--- config.mk ---
export PLATFORM = sky130hd
export DESIGN_NAME = pipe_ctl_track
export DESIGN_NICKNAME = d
export VERILOG_FILES = /design/src/rtl/pipe_ctl_track.sv
export SDC_FILE = /design/constraint.sdc
export NUM_CORES = 1
export LEC_CHECK = 0
export BUFFER_PORTS_ARGS = -buffer_cell sky130_fd_sc_hd__buf_4
export CAP_MARGIN = 20
export CORE_ASPECT_RATIO = 0.7
export CORE_MARGIN = 5
export CORE_UTILIZATION = 45
export CTS_BUF_LIST = sky130_fd_sc_hd__clkbuf_4 sky130_fd_sc_hd__clkbuf_8
export CTS_CLUSTER_DIAMETER = 40
export DETAILED_ROUTE_END_ITERATION = 10
export MAX_ROUTING_LAYER = met4
export PLACE_DENSITY = 0.8
export RECOVER_POWER = 50
export SYNTH_ARGS = -nofsm -noshare
export SYNTH_HDL_FRONTEND = slang
export SYNTH_SLANG_ARGS = --single-unit
--- constraint.sdc ---
create_clock -name clock -period 1.4 [get_ports clock]
set_input_delay 0.14 -clock clock [delete_from_list [all_inputs] [get_ports clock]]
set_output_delay 0.14 -clock clock [all_outputs]
set_load 0.005 [all_outputs]
--- src/rtl/pipe_ctl_track.sv ---
// Pipelined control tracker: carries the decoded ID control word through EX/MEM/WB,
// inserts bubbles on load-use stall, freezes on memory wait, and counts stalls/retires.
module pipe_ctl_track (
    input  logic        clock,
    input  logic        resetn,
    input  logic        wpcir,
    input  logic        dwreg,
    input  logic        dm2reg,
    input  logic        dwmem,
    input  logic        djal,
    input  logic        dregrt,
    input  logic [4:0]  drd,
    input  logic [4:0]  drt,
    input  logic        mem_ready,
    output logic        ewreg,
    output logic        em2reg,
    output logic        ewmem,
    output logic        ejal,
    output logic [4:0]  ern,
    output logic        mwreg,
    output logic        mm2reg,
    output logic        mwmem,
    output logic [4:0]  mrn,
    output logic        wwreg,
    output logic        wm2reg,
    output logic [4:0]  wrn,
    output logic        freeze,
    output logic [15:0] stall_cnt,
    output logic [31:0] retire_cnt
);

    logic       ev, mv, wv;
    logic [4:0] drn;

    always_comb begin
        drn = drd;
        if (djal)        drn = 5'd31;
        else if (dregrt) drn = drt;
    end

    // Only a valid load/store in MEM can wait on memory; anything else ignores mem_ready.
    assign freeze = mv & (mm2reg | mwmem) & ~mem_ready;

    // NOTE: all state uses non-blocking assignments so every stage samples the
    // pre-edge value of its predecessor; blocking here would collapse the pipe.
    always_ff @(posedge clock or negedge resetn) begin
        if (!resetn) begin
            ev     <= 1'b0;
            ewreg  <= 1'b0;
            em2reg <= 1'b0;
            ewmem  <= 1'b0;
            ejal   <= 1'b0;
            ern    <= 5'd0;
        end else if (freeze) begin
            // EX holds its instruction; ID inputs are ignored.
        end else if (!wpcir) begin
            ev     <= 1'b0;
            ewreg  <= 1'b0;
            em2reg <= 1'b0;
            ewmem  <= 1'b0;
            ejal   <= 1'b0;
            ern    <= 5'd0;
        end else begin
            ev     <= 1'b1;
            ewreg  <= dwreg;
            em2reg <= dm2reg;
            ewmem  <= dwmem;
            ejal   <= djal;
            ern    <= drn;
        end
    end

    always_ff @(posedge clock or negedge resetn) begin
        if (!resetn) begin
            mv     <= 1'b0;
            mwreg  <= 1'b0;
            mm2reg <= 1'b0;
            mwmem  <= 1'b0;
            mrn    <= 5'd0;
        end else if (!freeze) begin
            mv     <= ev;
            mwreg  <= ewreg;
            mm2reg <= em2reg;
            mwmem  <= ewmem;
            mrn    <= ern;
        end
    end

    // WB takes a bubble while frozen so the instruction already there retires only once.
    always_ff @(posedge clock or negedge resetn) begin
        if (!resetn) begin
            wv     <= 1'b0;
            wwreg  <= 1'b0;
            wm2reg <= 1'b0;
            wrn    <= 5'd0;
        end else if (freeze) begin
            wv     <= 1'b0;
            wwreg  <= 1'b0;
            wm2reg <= 1'b0;
            wrn    <= 5'd0;
        end else begin
            wv     <= mv;
            wwreg  <= mwreg;
            wm2reg <= mm2reg;
            wrn    <= mrn;
        end
    end

    always_ff @(posedge clock or negedge resetn) begin
        if (!resetn) begin
            stall_cnt  <= 16'd0;
            retire_cnt <= 32'd0;
        end else begin
            if (!freeze && !wpcir && stall_cnt != 16'hFFFF)
                stall_cnt <= stall_cnt + 16'd1;
            if (wv)
                retire_cnt <= retire_cnt + 32'd1;
        end
    end

endmodule

---- Word level (Yosys, flattened, before mapping) ----
Cells that the tools add are included.
storage, ports and cells
  bits in registers ....................... 75
  input bits .............................. 19
  output and inout bits ................... 73
  logic and storage cells ................. 40
operators by class
  $add $sub $neg .......................... 2
  equality and inequality tests ........... 1
  mux-type cells .......................... 12
  bitwise operators ....................... 4
  reduce and logical (&&, ||, !) cells .... 4
operators with widths
  operator               number
  $add 32x1->32 const B  1
  $mux 5                 4
  $add 16x1->16 const B  1
  $ne 16x16->1 const B   1
  $mux 1                 8
  $and 1x1->1            2
  $logic_and 1x1->1      2
  $logic_not 1->1        2
  $not 1->1              1
  $or 1x1->1             1

---- Longest topological paths before layout ----
  depth in word-level cells ............... 6
  mapped depth ............................ 6
  depth with buffers taken out ............ 5

---- Worst setup path before layout ----
Ideal clock, no wire load.
  kind .................................... register to register
  from .................................... register stall_cnt[0]
  to ...................................... register stall_cnt[1]
  arrival time ............................ 1441 ps
  setup slack ............................. -168 ps
  stages on the path, launching flop included .. 6
  buffers on the path ..................... 0
  period minus slack after synthesis ...... 1568 ps
  path through ............................ dfrtp_1 -> ha_1 -> nand2_1 -> nor3_1 -> a21o_1 -> mux2_1
between the ends
  cells in the longest elaborated chain, start to end .. 2
  elaborated cells on any way between the ends .. 3
RTL lines
  what                                                                   RTL line  RTL
  start, declared                                                        28        output logic [15:0] stall_cnt,
  start signal, assigned                                                 115       stall_cnt <= stall_cnt + 16'd1;
  parallel branches: the longest is 2 deep, another holds $add 16x1->16  -
Parallel ways; which one is timed is not known.
A chain may end at the register's enable or synchronous reset.

---- Final worst setup path ----
  from .................................... register stall_cnt[1]
  to ...................................... register stall_cnt[1]
Same word-level chain as after synthesis.

==> metrics.txt <==
Worst R2R Start stall_cnt[1]; gpl congestion 0.927; # H-tree levels 3; Ys Warns 0; proportion of layout cells with a drive suffix above 1 59.6%; most frequent cells in the layout buf_4 (156), dfrtp_1 (71), xnor2_1 (26), buf_6 (21), nand2_1 (20); CTS max path bufs 2; Area after DPL 4790 µm²; Fin. Hold Viols 0; fin crit period 1560 ps; PD cells 1310 nW/µm²; Distinct cells, synth 39; crit path DAT 1800 ps; number of port buffers 91; row count 26; Area growth, synth to finish 69.2%; # IOs 92; prevailing post-synth register cell dfrtp_1; crit start category register; VDD IR max 0.000852 V; DIE AREA 9310 µm²; ys async rst share 100%; Max-slew headroom 58.9%; Cell Chain, Critical Path ha_4 > nand2_4 > nor3_4 > a21o_1 > mux2_4; slowest stage delay, CP 440 ps; status finished, violations left; post-route ant nets 0; largest net degree at the start of global routing 34; Post-DP HPWL 6510 µm; RSZ-0062 raised after global routing yes; Critical Path Start stall_cnt[1]; Mapped Avg Cell Area 11.8 µm²; Syn Inst Count 284; Seq cells post-synth 75; sequential share of the synthesized area 55.9%; skew final 10.4 ps; first-pass GRT wire length 16,100 µm; critical path class register to register; GRT Util Overall 22.8%; chip width 113 µm; commonest non-fill, non-tap cell in the layout buf_4; Die Height 82.2 µm; initial antenna violation count 0; Final #Nets 501; CP max FO 4; Initial Util 46.0%; crit path capture type register; Root Buffer clkbuf_8; Min-Delay Startpoint dm2reg; router iterations before antenna repair 4; max-cap violations 0; Num Clock Sinks 75; final WL 10,100 µm; Final WS setup -163 ps; CTS buffer count 9; worst path bufs/invs 0; worst skew pair latency 350 ps; Max Clk Rate 0.640 GHz; # DRC 0; Slew Viols, Final 0; number of global-route vias before repair 3,142; period utilisation layout 112%; ant diodes 0; DR vias 3,013; Leakage Power 0.00278 µW; Critical Path RT 1640 ps; final core utilization 77.9%; final setup vio count 40; Core ar. 7290 µm²; final instance area 5670 µm²; slowest CP cell dfrtp_1; DR vias/cell 5.17; drt wl/cell 17.3 µm; Synth Cell Area 3350 µm²; CTS tree yes; failing checks negative setup slack; CP top delay family flip-flops; clock-pin slew on the worst setup and hold paths 80 ps; filler instances 459; Worst Tran Pin Value 616 ps; Post-Route Setup TNS -2990 ps; Hold Path Class primary input to register; number of synthesized flops with an enable pin 0; Syn Nets 305; GRT overflow 0; Initial DRC Count 118
[synthesized netlist by cell type (all sizes together) (4+ instances only)]
cell    count  area share, %
nor2        7           0.86
nand3      17            2.7
clkbuf      4           0.52
o21ai      16            2.4
dfrtp      75             56
and4        7            2.0
nor2b       7            1.3
nor3        9            1.6
nand2      29            3.2
inv         4           0.45
and2        4           0.75
a211oi      4           0.90
xor2       15            3.9
nor4        6            2.0
xnor2      29            7.6
nand4      17            4.1
mux2       17            5.7
[cell type report]
class / count / area, µm² / share of cell area, %
flip-flops and latches: 75 / 1880 / 33.2
multi-input cells: 198 / 1850 / 32.7
repair buffers: 192 / 1580 / 27.9
clock buffers: 10 / 131 / 2.32
well taps: 98 / 123 / 2.16
clock inverters: 6 / 88.8 / 1.57
inverters: 4 / 15.0 / 0.265
[registers in the layout (all words and copies together), names as in the netlist]
signal,flops
ern,5
em2reg,1
ewmem,1
mrn,5
wwreg,1
stall_cnt,16
mwreg,1
mv,1
retire_cnt,32
ejal,1
ewreg,1
wm2reg,1
wrn,5
ev,1
mwmem,1
wv,1
mm2reg,1
[worst register-to-register path, cell delays in order, from the launching register on]
cell     delay (ps)
dfrtp_1         440
ha_4            190
nand2_4          90
nor3_4          230
a21o_1          210
mux2_4          310
[path summary, 6_finish.rpt]
kind	to	slack [ps]	cells past startpoint
setup reg to reg	stall_cnt[1]	-160	5
max in group asynchronous	retire_cnt[3]	170	3
hold reg to reg	retire_cnt[31]	490	1
setup / recovery	stall_cnt[1]	-160	5
hold / removal	em2reg	40	3
min in group asynchronous	retire_cnt[28]	330	2
[per-layer routing]
layer	track usage, %	part of all wire, %	up-vias
li1	-	-	1403
met1	27.1	42	1500
met2	39.5	51	91
met3	4.81	5.2	19
met4	7.56	1.9	0
met5	-	0	-
[through the flow]
step / total power [µW] / hold slack [ps] / setup WS [ps] / instances
after floorplan: 3510 / -156 / -110 / 284
after global placement: 4830 / 59.9 / -55.4 / 543
after detailed placement: 4970 / 64.8 / -187 / 543
after CTS: 7250 / 26.5 / -132 / 575
after global routing: 7800 / 29.8 / -215 / 583
final: 7410 / 39.6 / -163 / 583
[kinds of logic (layout without fill, tap and decap cells)]
logic type,count (synthesis),after routing,share of synthesized area [%]
simple gates,110,110,20.1
flops,75,75,55.9
xor+xnor,44,44,11.5
compound gates,25,25,4.62
mux,17,17,5.71
buf+inv,11,212,1.42
fa+ha+maj,2,2,0.746
[report_power, final]
part           leakage [µW]  internal, µW  switching, µW
combinational       0.00170          1600           1060
clock              0.000106          1030            830
sequential         0.000973          2500            382
[timing repair]
item,CTS,global route
hold buffers,1,0
endpoints found under the setup margin,48,57
endpoints found under the hold margin,25,0
gates resized for setup,58,50
pin swaps,16,34
cloned,1,0
setup buffers,15,8
Note: power is estimated with default switching activity, not from simulation.
